$ cat config.mk
export PLATFORM = sky130hd
export DESIGN_NAME = rgb2bayer_em
export DESIGN_NICKNAME = d
export VERILOG_FILES = /design/src/rtl/rgb2bayer_em.sv
export SDC_FILE = /design/constraint.sdc
export NUM_CORES = 1
export LEC_CHECK = 0
export ABC_AREA = 1
export BUFFER_PORTS_ARGS = -buffer_cell sky130_fd_sc_hd__buf_2
export CORE_MARGIN = 1.5
export CORE_UTILIZATION = 56
export DETAILED_ROUTE_END_ITERATION = 12
export PLACE_DENSITY = 0.79
export SLEW_MARGIN = 30
export SYNTH_ARGS = -nofsm -noshare
export SYNTH_HDL_FRONTEND = slang
export SYNTH_SLANG_ARGS = --single-unit
$ cat constraint.sdc
create_clock -name pixclk -period 1.7 [get_ports pixclk]
set_input_delay 0.34 -clock pixclk [delete_from_list [all_inputs] [get_ports pixclk]]
set_output_delay 0.34 -clock pixclk [all_outputs]
set_load 0.005 [all_outputs]
$ cat src/rtl/rgb2bayer_em.sv
// rgb2bayer_em: sensor-side emulator.
//
// Re-mosaics an RGB pixel stream into an 8-bit Bayer byte stream with embedded
// FF,00,00,XY sync codes. The output matches what the camera-input path
// decodes, so the capture pipeline can be looped back without a CMOS sensor.
//
// Parameters:
//   BAYER_PAT  - mosaic order of the first frame line: 0=GBRG 1=GRBG 2=BGGR 3=RGGB
//   MIN_HBLANK - minimum lv-low gap (cycles) for SAV/EAV to fit without collision
//
// Ports:
//   pixclk     in   pixel clock, single domain
//   rst        in   synchronous reset, active low
//   rgb_fv     in   frame valid
//   rgb_lv     in   line valid, one pixel per cycle while high
//   data_r/g/b in   8-bit colour samples
//   bayer_data out  embedded-sync Bayer byte stream
//   bayer_fv   out  rgb_fv delayed to align with bayer_data
//   bayer_lv   out  high only on pixel bytes of active lines
//   sync_err   out  sticky: a line started before the previous EAV completed
//
// Timing: a pixel sampled at edge t is visible on bayer_data in cycle t+5. SAV
// is launched directly from the lv rise so its four bytes fill cycles t+1..t+4,
// ahead of the first pixel. EAV follows the last pixel immediately.

module rgb2bayer_em #(
    parameter int unsigned BAYER_PAT  = 0,
    parameter int unsigned MIN_HBLANK = 8
) (
    input  logic       pixclk,
    input  logic       rst,
    input  logic       rgb_fv,
    input  logic       rgb_lv,
    input  logic [7:0] data_r,
    input  logic [7:0] data_g,
    input  logic [7:0] data_b,
    output logic [7:0] bayer_data,
    output logic       bayer_fv,
    output logic       bayer_lv,
    output logic       sync_err
);

    localparam logic [1:0] Pat = 2'(BAYER_PAT);

    localparam int unsigned GapW =
        ($clog2(MIN_HBLANK + 1) > 0) ? $clog2(MIN_HBLANK + 1) : 1;
    localparam logic [GapW-1:0] GapMax = GapW'(MIN_HBLANK);

    localparam logic [7:0] IdleByte   = 8'h10;
    localparam logic [7:0] SavActive  = 8'h80;
    localparam logic [7:0] EavActive  = 8'h9D;
    localparam logic [7:0] SavBlank   = 8'hAB;
    localparam logic [7:0] EavBlank   = 8'hB6;

    typedef enum logic [1:0] {StIdle, StSav, StPix, StEav} state_e;

    // Input register (stage 0) followed by the delay line (stages 1..3);
    // the output register is the fifth stage.
    logic [3:0]      p_vld_q, p_fv_q;
    logic [3:0][7:0] p_pix_q;

    logic            fv_q;
    logic            r_q, r_d;
    logic            c_q, c_d;
    logic            v_q, v_d;
    logic [GapW-1:0] gap_q, gap_d;

    state_e          state_q, state_d;
    logic [1:0]      cnt_q, cnt_d;
    logic [7:0]      data_q, data_d;
    logic            blv_q, blv_d;
    logic            bfv_q;
    logic            err_q, err_d;

    logic            lv_q;
    logic            lv_rise, lv_fall, fv_rise;
    logic            r_eff, c_eff;
    logic            is_green, is_red;
    logic [7:0]      raw_pix, clip_pix;
    logic [7:0]      sav_xy, eav_xy;

    assign lv_q    = p_vld_q[0];
    assign lv_rise = rgb_lv & ~lv_q;
    assign lv_fall = ~rgb_lv & lv_q;
    assign fv_rise = rgb_fv & ~fv_q;

    // Row parity clears on the fv rise before this cycle's pixel uses it, and
    // column parity restarts on the lv rise, so the first pixel is always c=0.
    assign r_eff = fv_rise ? 1'b0 : r_q;
    assign c_eff = lv_rise ? 1'b0 : c_q;

    // GBRG/GRBG have green where r==c, BGGR/RGGB where r!=c. On the non-green
    // site, red sits on odd rows for GBRG/BGGR and even rows for GRBG/RGGB.
    assign is_green = (r_eff ^ c_eff) ^ ~Pat[1];
    assign is_red   = r_eff ^ Pat[0];

    always_comb begin
        raw_pix = data_b;
        if (is_green) begin
            raw_pix = data_g;
        end else if (is_red) begin
            raw_pix = data_r;
        end
    end

    // Keep payload out of the preamble code space.
    always_comb begin
        clip_pix = raw_pix;
        if (raw_pix == 8'hFF) begin
            clip_pix = 8'hFE;
        end else if (raw_pix == 8'h00) begin
            clip_pix = 8'h01;
        end
    end

    // Input-side line bookkeeping.
    always_comb begin
        r_d = r_q;
        if (fv_rise) begin
            r_d = 1'b0;
        end else if (lv_fall && v_q) begin
            r_d = ~r_q;
        end

        c_d = rgb_lv ? ~c_eff : c_q;
        v_d = lv_rise ? rgb_fv : v_q;

        if (rgb_lv) begin
            gap_d = '0;
        end else if (gap_q == GapMax) begin
            gap_d = gap_q;
        end else begin
            gap_d = gap_q + 1'b1;
        end
    end

    // v_q is latched at the lv rise, so it is valid for SAV XY, the pixels and
    // the EAV of the same line. A newer rise aborts that EAV anyway.
    assign sav_xy = v_q ? SavActive : SavBlank;
    assign eav_xy = v_q ? EavActive : EavBlank;

    // Output state machine. A new lv rise always restarts SAV: whatever is left
    // of the previous line (pixels or EAV) is dropped in favour of it.
    always_comb begin
        state_d = state_q;
        cnt_d   = cnt_q;
        data_d  = IdleByte;
        blv_d   = 1'b0;
        err_d   = err_q;

        if (lv_rise) begin
            state_d = StSav;
            cnt_d   = 2'd1;
            data_d  = 8'hFF;
            if ((state_q != StIdle) || (gap_q < GapMax)) begin
                err_d = 1'b1;
            end
        end else begin
            unique case (state_q)
                StIdle: begin
                    data_d = IdleByte;
                end
                StSav: begin
                    data_d = (cnt_q == 2'd3) ? sav_xy : 8'h00;
                    cnt_d  = cnt_q + 2'd1;
                    if (cnt_q == 2'd3) begin
                        state_d = StPix;
                    end
                end
                StPix: begin
                    if (p_vld_q[3]) begin
                        data_d = v_q ? p_pix_q[3] : IdleByte;
                        blv_d  = v_q;
                    end else begin
                        data_d  = 8'hFF;
                        state_d = StEav;
                        cnt_d   = 2'd1;
                    end
                end
                StEav: begin
                    data_d = (cnt_q == 2'd3) ? eav_xy : 8'h00;
                    cnt_d  = cnt_q + 2'd1;
                    if (cnt_q == 2'd3) begin
                        state_d = StIdle;
                    end
                end
                default: begin
                    state_d = StIdle;
                end
            endcase
        end
    end

    always_ff @(posedge pixclk) begin
        if (!rst) begin
            p_vld_q <= '0;
            p_fv_q  <= '0;
            p_pix_q <= '0;
            fv_q    <= 1'b0;
            r_q     <= 1'b0;
            c_q     <= 1'b0;
            v_q     <= 1'b0;
            gap_q   <= GapMax;
            state_q <= StIdle;
            cnt_q   <= 2'd0;
            data_q  <= IdleByte;
            blv_q   <= 1'b0;
            bfv_q   <= 1'b0;
            err_q   <= 1'b0;
        end else begin
            p_vld_q <= {p_vld_q[2:0], rgb_lv};
            p_fv_q  <= {p_fv_q[2:0], rgb_fv};
            p_pix_q <= {p_pix_q[2:0], clip_pix};
            fv_q    <= rgb_fv;
            r_q     <= r_d;
            c_q     <= c_d;
            v_q     <= v_d;
            gap_q   <= gap_d;
            state_q <= state_d;
            cnt_q   <= cnt_d;
            data_q  <= data_d;
            blv_q   <= blv_d;
            bfv_q   <= p_fv_q[3];
            err_q   <= err_d;
        end
    end

    assign bayer_data = data_q;
    assign bayer_fv   = bfv_q;
    assign bayer_lv   = blv_q;
    assign sync_err   = err_q;

endmodule

## After elaboration in Yosys (flattened, before gate mapping)

Cells that the tools add are included.

| storage, ports and cells | value |
|---|---|
| output and inout bits | 11 |
| bits in registers | 63 |
| logic and storage cells | 94 |
| input bits | 28 |

| cells by class | value |
|---|---|
| bitwise gates (word level) | 12 |
| add/subtract/negate cells | 2 |
| reductions and logical operators | 20 |
| eq/ne operators | 13 |
| order comparisons | 1 |
| muxes and demuxes | 24 |

Operators with widths:

| kind | number |
|---|---|
| $mux W8 | 9 |
| $pmux W8 S4 | 1 |
| $mux W6 | 2 |
| $reduce_or A2 Y1 | 5 |
| $ne A3 B3 Y1 const B | 3 |
| $eq A8 B8 Y1 const B | 1 |
| $logic_not A8 Y1 | 1 |
| $mux W2 | 4 |
| $mux W4 | 2 |
| $ne A2 B2 Y1 const B | 4 |
| $not A1 Y1 | 8 |
| $reduce_and A4 Y1 | 2 |
| $eq A2 B2 Y1 const B | 3 |
| $pmux W2 S3 | 1 |
| $reduce_and A2 Y1 | 3 |
| $reduce_bool A3 Y1 | 2 |
| $add A4 B1 Y4 const B | 1 |
| $eq A4 B4 Y1 const B | 1 |
| $lt A4 B4 Y1 const B | 1 |
| $mux W1 | 4 |
| $pmux W2 S2 | 1 |
| $reduce_bool A2 Y1 | 2 |
| $reduce_bool A4 Y1 | 1 |
| $reduce_or A4 Y1 | 1 |
| 7 further kinds | 9 |

## Longest topological paths before layout

Gate-level depths: netlist of run 1.

| depth | value |
|---|---|
| depth after elaboration | 8 |
| gate-level depth with buffers | 13 |

## Worst setup path after synthesis of run 1

No wires, ideal clock.

| timing | value |
|---|---|
| path kind | register to register |
| start point | register r_q |
| end point | register p_pix_q[0] (netlist bit) |
| data arrival time | 1.293 ns |
| clock period less this slack | 1.407 ns |
| stages on the path, launching flop included | 11 |
| setup time | 0.114 ns |
| slack | 0.293 ns |
| cell sequence | dfxtp_1 > inv_2 > a21oi_4 > nand2_4 > buf_2 > nand3b_1 > nand2_1 > nand2_1 > nor2_1 > a21oi_1 > nor2_1 |

| between the ends | value |
|---|---|
| cells in the longest elaborated chain, start to end | 5 |

Ends and longest elaborated chain:

| what | line | text |
|---|---|---|
| from (decl) | 63 | `logic r_q, r_d;` |
| from (signal assigned) | 215 | `r_q <= r_d;` |
| $mux W1 (*) | 89 | `assign r_eff = fv_rise ? 1'b0 : r_q;` |
| $mux W8 / $xor A1 B1 Y1 (equally long branches) | 101, 94 |  |
| $mux W8 (*) | 99 | `if (is_green) begin` |
| $eq A8 B8 Y1 / $logic_not A8 Y1 (equally long branches) | 109, 111 |  |
| $reduce_or A2 Y1 (no source line) / $mux W8 (equally long branches) | -- |  |
| to (signal assigned) | 213 | `p_pix_q <= {p_pix_q[2:0], clip_pix};` |
| to (decl) | 60 | `logic [3:0][7:0] p_pix_q;` |

Mark *: on every way between the ends. The rest lies on a longest branch, timed or not.
A chain may end at the register's enable or synchronous reset.

## Worst setup path after layout of run 1

| timing | value |
|---|---|
| start point | register state_q[0] |
| end point | register cnt_q[0] |

| between the ends | value |
|---|---|
| cells in the longest elaborated chain, start to end | 4 |

Ends and longest elaborated chain:

| what | line | text |
|---|---|---|
| from (decl) | 68 | `state_e state_q, state_d;` |
| from (signal assigned) | 204 | `state_q <= StIdle;` |
| from (signal assigned) | 219 | `state_q <= state_d;` |
| $eq A2 B2 Y1 / $eq A2 B1 Y1 (equally long branches) | 159 | `unique case (state_q)` |
| $reduce_or A2 Y1 (no source line) | -- |  |
| $pmux W2 S2 / $reduce_bool A3 Y1 (equally long branches) | -- |  |
| $mux W1 / $reduce_and A2 Y1 (equally long branches) | -- |  |
| to (signal assigned) | 220 | `cnt_q <= cnt_d;` |
| to (decl) | 69 | `logic [1:0] cnt_q, cnt_d;` |

Several ways; a longest one is shown, not always the timed one.

==> results.cfg, run 1 <==
[outcome]
status = finished, violations left
violations = DRC

[worst_setup_path]
path_cells = inv_1, ha_1, nand2_1, inv_1, o21ai_0, o21ai_0, o21ai_0, inv_1
start_kind = flip-flop
end_kind = flip-flop
cp.required_ns = 1.93
r2r-end = cnt_q[0]$_SDFFE_PN0P_
cp_max_fo = 5
slowest_delay_ns = 0.36
worst-r2r-setup-slack_ns = 0.11
r2r-start = state_q[0]$_SDFFE_PN0P_
rr_worst_depth = 8
cp.arrival_ns = 1.82
worst_path_max_delay_cell = dfxtp_2
crit_type = flip-flop to flip-flop

[routing]
finalWirelength_um = 4820
final_antenna_net_count = 0
wire_per_inst_um = 10.4
drc = 2
drt_iter0_markers = 89
routed_via_density = 4.68
dr_total_vias = 2175
drtPass1Iterations = 8

[power_and_ir_drop]
seq_power_share = 0.479
leakage_uw = 0.00177
power_switching_uw = 873
switching_share = 0.265
p_int_uw = 2420
p_comb_frac = 0.125
powerDensity_nw_per_um2 = 1060
p_clk_frac = 0.396
irDropWorstVdd_mv = 0.501

[floorplanning]
die_w_um = 71.5
core_um2 = 4440
die_y_um = 71.5
row_count = 24
ioPinCount = 39
die-area_um2 = 5110
start_util = 0.590

[placement]
dpl-instance-area_um2 = 2880
port-buffer-count = 38
gp_congestion = 0.904
hpwlAfterDp_um = 3410

[grt]
grt_pass1_wl_um = 8090
antenna_found_initial = 0
groute.usage.overall = 0.206
grt_max_degree = 37
grt-ovfl-total = 0
grt_pass1_vias = 1928

[logic_synthesis]
ys_seq_elements = 62
synthDistinctLibCells = 25
avgSynthCellArea_um2 = 7.21
synth_cells = 364
synth_commonest_cells = 119 x nand2_1, 68 x inv_1, 62 x dfxtp_1
syn_nets = 401
yosys.area.top_type = dfxtp_1
synthesis.area_um2 = 2620
synthFlopType = dfxtp_1
synth_area_leaders = dfxtp_1 47%, nand2_1 17%, inv_1 9.7%
yosysSeqAreaShare = 0.473
synth_top_area_frac = 0.473
yosysWarningCount = 0
synth_enable_flop_cells = 0
async_reset_ff_frac = 0
synth.most_common_cell = nand2_1

[cts]
post_cts_buffers = 0
clkTransAtPathRegs_ns = 0.07
cts_buffers = 9
cts_max_path_buffers = 2
clock-sinks = 62
cts-resized-gates = 0
cts_tree = built
holdBufCountCts = 0
h-tree-depth = 3
clk-insertion-delay-late_ns = 0.34
root_buffer = clkbuf_8

[final_layout]
fin_nets = 445
drive_gt1_frac = 0.177
syn2layout_area_growth_pct = 18.0
finalInstanceArea_um2 = 3100
num_antenna_cells = 0

[sta]
max_slew_margin = 0.776
tns_ns = 0
finalWorstPathRequiredPeriod_ns = 1.59
min_period_over_period = 0.933
setup_violations = 0
tightestPinTransition_ns = 0.336
finClkSkew_ns = 0.00745
slew_violations = 0
fmax_mhz = 631
hold_viol = 0
rsz0062_at_grt = no

[job]
maxCapViolCount = 0

[hold_path]
holdPathStages = 2
min_path_type = primary input to flip-flop
hp-start = rst
min_delay_worst_endpoint = gap_q[3]$_SDFFE_PN1P_
-- kinds of logic (layout without fill, tap and decap cells) --
| kind of cell | Yosys count | count (layout) | synth area share |
|---|---|---|---|
| buf+inv | 81 | 130 | 0.122 |
| compound gates | 44 | 44 | 0.0930 |
| flops | 62 | 62 | 0.473 |
| fa+ha+maj | 9 | 9 | 0.0429 |
| simple gates | 167 | 167 | 0.266 |
| xor+xnor | 1 | 1 | 0.00334 |
-- worst max-delay path, delay by kind of cell, from the launching register on --
family	cells	cell delay, ns
DFF	1	0.36
and+or+nand+nor	1	0.14
adders and majority gates	1	0.27
AOI/OAI and AO/OA	3	0.48
buffers and inverters	3	0.23
-- routing by layer --
metal / vias up / global-route usage / wire [um]
met5: - / 0 / 0
met4: 0 / 0.101 / 59
met3: 8 / 0.0661 / 227
met2: 65 / 0.345 / 2350
met1: 914 / 0.240 / 2180
li1: 1188 / - / -
-- per-stage QoR --
| step | setup slack [ns] | total power, uW | utilization | hold WS, ns | std cells |
|---|---|---|---|---|---|
| after floorplan | 0.293 | 1890 | - | 0.390 | 364 |
| after global placement | 0.152 | 2000 | 0.648 | 0.392 | 449 |
| after detailed placement | 0.116 | 2010 | 0.648 | 0.395 | 449 |
| after CTS | 0.111 | 3310 | 0.695 | 0.242 | 465 |
| after global routing | 0.00551 | 3460 | 0.697 | 0.285 | 465 |
| final | 0.114 | 3300 | 0.697 | 0.260 | 465 |
-- sequential cells by signal, summed over array words and instances, names as in the netlist --
register    flops
cnt_q           2
bayer_lv        1
v_q             1
bayer_fv        1
p_vld_q         4
p_pix_q        32
p_fv_q          4
r_q             1
gap_q           4
c_q             1
bayer_data      8
state_q         2
sync_err        1
-- how the worst max path moves through the flow --
stage	slack (ns)	endpoint	from
3_5_place_dp	0.12	cnt_q[0]$_SDFFE_PN0P_	state_q[0]$_SDFFE_PN0P_
2_1_floorplan	0.29	p_pix_q[0]$_SDFF_PP0_	r_q$_SDFFE_PP0P_
4_1_cts	0.11	cnt_q[0]$_SDFFE_PN0P_	state_q[0]$_SDFFE_PN0P_
3_3_place_gp	0.15	p_pix_q[0]$_SDFF_PP0_	rgb_lv
6_report	0.11	cnt_q[0]$_SDFFE_PN0P_	state_q[0]$_SDFFE_PN0P_
5_1_grt	0.006	p_pix_q[0]$_SDFF_PP0_	p_vld_q[0]$_SDFF_PN0_
-- layout make-up --
type                    instances  area [um2]
multi-input cells             221        1070
repair buffers                 44         248
inverters                      70         263
clock buffers                  10         138
flip-flops and latches         62        1240
well taps                      52        65.1
fillers                       361        1350
clock inverters                 6        71.3
-- placed cells by master (no fill, tap or decap), types with 2 or more instances in the layout --
| master | synthesis | layout |
|---|---|---|
| nand2_1 | 119 | 119 |
| inv_1 | 68 | 68 |
| dfxtp_1 | 62 | 59 |
| buf_2 | 3 | 38 |
| nor2_1 | 18 | 18 |
| o21ai_0 | 19 | 18 |
| a21oi_1 | 17 | 16 |
| nand3_1 | 14 | 14 |
| clkbuf_8 | 0 | 10 |
| ha_1 | 9 | 9 |
| nand3b_1 | 6 | 6 |
| buf_4 | 0 | 5 |
| nand2_2 | 4 | 4 |
| nor3_1 | 3 | 3 |
| clkinv_4 | 0 | 3 |
| dfxtp_2 | 0 | 3 |
| inv_2 | 2 | 2 |
| o22ai_1 | 2 | 2 |
| a31oi_1 | 2 | 2 |
| nand2_4 | 2 | 2 |
| clkinvlp_4 | 0 | 2 |
-- power groups by stage --
stage	sequential, uW	combinational [uW]	clock, uW
global placement	1610	392	0
floorplan	1600	286	0
global route	1590	471	1400
finish	1580	412	1300
detailed placement	1610	402	0
CTS	1580	407	1330
(Power assumes the default switching activity.)
==> run 2: changes to the inputs <==
- RECOVER_POWER: default -> 100
==> run 2 against run 1 <==
The run now ends clean. Non-clock buffer count did not move. Clock-buffer cell count did not move. First-iteration DRC count did not move. Highest routed layer unchanged.
==> results.cfg, run 2 (synthesis gave the netlist of run 1 again) <==
[routing]
drc = 0
routed_via_density = 4.68
dr_total_vias = 2174
finalWirelength_um = 4810
wire_per_inst_um = 10.3
drtPass1Iterations = 6
drt_iter0_markers = 89
final_antenna_net_count = 0

[sta]
slew_violations = 0
tns_ns = 0
rsz0062_at_grt = no
setup_violations = 0
hold_viol = 0
finClkSkew_ns = 0.00706
max_slew_margin = 0.777
tightestPinTransition_ns = 0.335
fmax_mhz = 631
min_period_over_period = 0.933
finalWorstPathRequiredPeriod_ns = 1.59

[floorplanning]
row_count = 24
start_util = 0.590
die_y_um = 71.5
die_w_um = 71.5
core_um2 = 4440
die-area_um2 = 5110
ioPinCount = 39

[grt]
grt_pass1_wl_um = 8090
grt_pass1_vias = 1928
grt-ovfl-total = 0
antenna_found_initial = 0
grt_max_degree = 37
groute.usage.overall = 0.206

[cts]
cts_buffers = 9
clkTransAtPathRegs_ns = 0.07
clk-insertion-delay-late_ns = 0.34
post_cts_buffers = 0
root_buffer = clkbuf_8
cts_max_path_buffers = 2
holdBufCountCts = 0
cts_tree = built
h-tree-depth = 3
clock-sinks = 62
cts-resized-gates = 0

[final_layout]
fin_nets = 445
syn2layout_area_growth_pct = 17.7
drive_gt1_frac = 0.165
largest_register_ffs = 32
final_common_cell = nand2_1
num_antenna_cells = 0
layout_common_cells = 120 x nand2_1, 68 x inv_1, 59 x dfxtp_1
multiInputGateArea_um2 = 1060
seq_area_um2 = 1240
max_flop_register = p_pix_q
fin_util = 0.695
fillers = 364

[placement]
gp_congestion = 0.904
port-buffer-count = 38
hpwlAfterDp_um = 3410

[power_and_ir_drop]
power_uw = 3290
leakage_uw = 0.00176
powerDensity_nw_per_um2 = 1070
irDropWorstVdd_mv = 0.501

[worst_setup_path]
worst_path_max_delay_cell = dfxtp_2
end_kind = flip-flop
cp.required_ns = 1.93
slowest_delay_ns = 0.36
path_cells = inv_1, ha_1, nand2_1, inv_1, o21ai_0, o21ai_0, o21ai_0, inv_1
crit_type = flip-flop to flip-flop
cp.arrival_ns = 1.81
start_kind = flip-flop
cp_max_fo = 5

[hold_path]
min_path_type = primary input to flip-flop

[job]
maxCapViolCount = 0

[outcome]
status = complete, no violations
-- run 2: cell count changes in the layout (fill, tap and decap cells not counted) --
cell	change
buf_2	-4
nand2_1	+1
clkbuf_1	+4
nand2_2	-1
-- run 2: cell type report --
cell class                      count  share of cell area
Clock inverter                      6              0.0231
Tap cell                           52              0.0211
Sequential cell                    62               0.403
Clock buffer                       10              0.0446
Multi-Input combinational cell    221               0.345
Timing Repair Buffer               44              0.0786
Inverter                           70              0.0851
-- run 2: critical path: cells and delay by family, from the launching register on --
kind | cells | cell delay (ns)
buffers and inverters | 3 | 0.23
AO/OA/AOI/OAI | 3 | 0.48
AND/OR/NAND/NOR | 1 | 0.14
adder cells (fa/ha/maj) | 1 | 0.27
flip-flops | 1 | 0.36
-- run 2: worst paths after layout --
kind	end	slack, ns	depth (start not counted)	from
setup / recovery	cnt_q[0]$_SDFFE_PN0P_	0.11	8	state_q[0]$_SDFFE_PN0P_
hold / removal	p_vld_q[0]$_SDFF_PN0_	0.29	3	rgb_lv
setup reg to reg	cnt_q[0]$_SDFFE_PN0P_	0.11	8	state_q[0]$_SDFFE_PN0P_
hold reg to reg	p_pix_q[28]$_SDFF_PN0_	0.41	2	p_pix_q[20]$_SDFF_PN0_
-- run 2: metal layers --
metal	global-route usage	vias to the layer above	routed length, um	part of all wire
li1	-	1188	-	-
met1	0.240	913	2170	0.45
met2	0.345	67	2360	0.49
met3	0.0661	6	225	0.047
met4	0.101	0	46	0.0096
met5	0	-	0	0
-- run 2: report_power, final --
part	internal, uW	switching, uW	leakage (uW)
Clock	723	579	0.0000987
Combinational	160	249	0.00115
Sequential	1540	41.5	0.000510
-- run 2: stage by stage --
| step | area, um2 | std cells | worst slack (ns) | hold WS [ns] |
|---|---|---|---|---|
| 3_3_place_gp | 2880 | 449 | 0.152 | 0.392 |
| 6_report | 3090 | 465 | 0.114 | 0.293 |
| 4_1_cts | 3090 | 465 | 0.111 | 0.242 |
| 2_1_floorplan | 2620 | 364 | 0.293 | 0.390 |
| 3_5_place_dp | 2880 | 449 | 0.116 | 0.395 |
| 5_1_grt | 3090 | 465 | 0.00550 | 0.310 |
==> run 3: changes to the inputs <==
- REMOVE_ABC_BUFFERS: default -> 1
==> run 3 against run 2 <==
Fmax grew 2.7%. Global-route usage shrank 0.11 points. Cell area shrank 1.8%. Combinational power shrank 1%. Flip-flop and latch count is the same. Clock power shrank 19%. First-iteration DRC count grew 31%. Hold slack lost 0.019 ns. Critical path type unchanged. Highest routed layer unchanged. Sequential power is essentially flat. Clock-buffer cell count grew 2. Wire length shrank 5.2%. Final cell count shrank 0.43%.
==> results.cfg, run 3 (synthesis gave the netlist of run 1 again) <==
[outcome]
status = complete, no violations

[routing]
wire_per_inst_um = 9.85
routed_via_density = 4.72
final_antenna_net_count = 0
drtPass1Iterations = 6
drt_iter0_markers = 117
dr_total_vias = 2184
finalWirelength_um = 4560
drc = 0

[final_layout]
largest_register_ffs = 32
finalInstanceArea_um2 = 3030
final_common_cell = nand2_1
num_antenna_cells = 0
fillers = 357
layout_common_cells = 119 x nand2_1, 68 x inv_1, 62 x dfxtp_1
max_flop_register = p_pix_q
syn2layout_area_growth_pct = 15.6
fin_nets = 445
drive_gt1_frac = 0.156

[sta]
tns_ns = 0
finalWorstPathRequiredPeriod_ns = 1.54
setup_violations = 0
max_slew_margin = 0.811
tightestPinTransition_ns = 0.283
setup_ws_ns = 0.156
min_period_over_period = 0.908
finClkSkew_ns = 0.00728
fmax_mhz = 648
hold_viol = 0
slew_violations = 0

[floorplanning]
die_y_um = 71.5
row_count = 24
start_util = 0.590
ioPinCount = 39
die-area_um2 = 5110
die_w_um = 71.5
core_um2 = 4440

[power_and_ir_drop]
irDropWorstVdd_mv = 0.432
seq_power_share = 0.521
leakage_uw = 0.00174
switching_share = 0.257
p_clk_frac = 0.345
p_int_uw = 2250
powerDensity_nw_per_um2 = 997
p_comb_frac = 0.133
power_uw = 3030
power_switching_uw = 778

[worst_setup_path]
start_kind = flip-flop
cp_max_fo = 5
end_kind = flip-flop
r2r-end = bayer_data[1]$_SDFF_PN0_
cp.required_ns = 1.93
cp-startpoint = state_q[1]$_SDFFE_PP0P_
worst-r2r-setup-slack_ns = 0.16
cp.arrival_ns = 1.77
r2r-start = state_q[1]$_SDFFE_PP0P_
crit_type = flip-flop to flip-flop
crit_path_end = bayer_data[1]$_SDFF_PN0_
rr_worst_depth = 9

[cts]
clk-insertion-delay-late_ns = 0.33
clkTransAtPathRegs_ns = 0.06
root_buffer = clkbuf_8
cts_max_path_buffers = 2
cts_buffers = 9
clock-sinks = 62
cts_tree = built
holdBufCountCts = 0
post_cts_buffers = 0
h-tree-depth = 3

[grt]
groute.usage.overall = 0.205
grt-ovfl-total = 0
grt_pass1_vias = 1956
grt_pass1_wl_um = 7990
grt_max_degree = 30
antenna_found_initial = 0

[placement]
gp_congestion = 0.855
dpl_worst_slack_ns = 0.145
hpwlAfterDp_um = 3300
dpl-instance-area_um2 = 2880
port-buffer-count = 38

[job]
maxCapViolCount = 0

[hold_path]
holdPathStages = 3
min_path_type = primary input to flip-flop
-- run 3: changes by cell type in the layout (fill, tap and decap cells not counted), sizes merged --
cell and change:
clkinv -1, clkinvlp -2, clkbuf +1, buf +1, bufinv -1
-- run 3: repair_timing --
action,in CTS,in global routing
resized for setup,0,2
hold endpoints to repair,0,0
endpoints found under the setup margin,0,5
-- run 3: critical path, cell delays in order, from the launching register on --
cell	delay, ns
dfxtp_1	0.40
inv_1	0.11
ha_1	0.22
nor2_2	0.12
inv_1	0.08
a31oi_1	0.15
o21bai_1	0.15
o21ai_0	0.11
nand2_1	0.07
inv_1	0.04
-- run 3: area by class of cell --
class | count | area (um2) | share of cell area
Inverter | 70 | 263 | 0.0866
Timing Repair Buffer | 44 | 241 | 0.0796
Tap cell | 52 | 65.1 | 0.0214
Sequential cell | 62 | 1240 | 0.409
Clock buffer | 12 | 145 | 0.0478
Clock inverter | 2 | 10.0 | 0.00330
Multi-Input combinational cell | 221 | 1070 | 0.352
-- run 3: per-layer routing --
metal,vias up,GRT usage,wire (um)
li1,1186,-,-
met5,-,0,0
met1,930,0.218,1990
met2,58,0.353,2200
met4,0,0.105,99
met3,10,0.0816,269
-- run 3: how the worst min path moves through the flow --
| stage | start | end | slack, ns |
|---|---|---|---|
| 5_1_grt | rgb_fv | p_fv_q[0]$_SDFF_PN0_ | 0.29 |
| 3_3_place_gp | p_pix_q[0]$_SDFF_PP0_ | p_pix_q[8]$_SDFF_PN0_ | 0.39 |
| 4_1_cts | rgb_lv | p_vld_q[0]$_SDFF_PN0_ | 0.26 |
| 3_5_place_dp | p_fv_q[2]$_SDFF_PN0_ | p_fv_q[3]$_SDFF_PN0_ | 0.40 |
| 6_report | rgb_lv | p_vld_q[0]$_SDFF_PN0_ | 0.27 |
| 2_1_floorplan | p_fv_q[3]$_SDFF_PN0_ | bayer_fv$_SDFF_PN0_ | 0.39 |
-- run 3: power by group through the flow --
stage / Combinational (uW) / Clock (uW) / Sequential (uW)
after floorplan: 261 / 0 / 1600
after global placement: 387 / 0 / 1610
after detailed placement: 399 / 0 / 1610
after CTS: 402 / 1060 / 1580
after global routing: 475 / 1140 / 1590
final: 403 / 1050 / 1580
-- run 3: metrics by stage --
stage	utilization	instances	hold slack (ns)
after floorplan	-	353	0.390
after global placement	0.648	449	0.392
after detailed placement	0.648	449	0.397
after CTS	0.683	463	0.263
after global routing	0.683	463	0.286
final	0.683	463	0.274
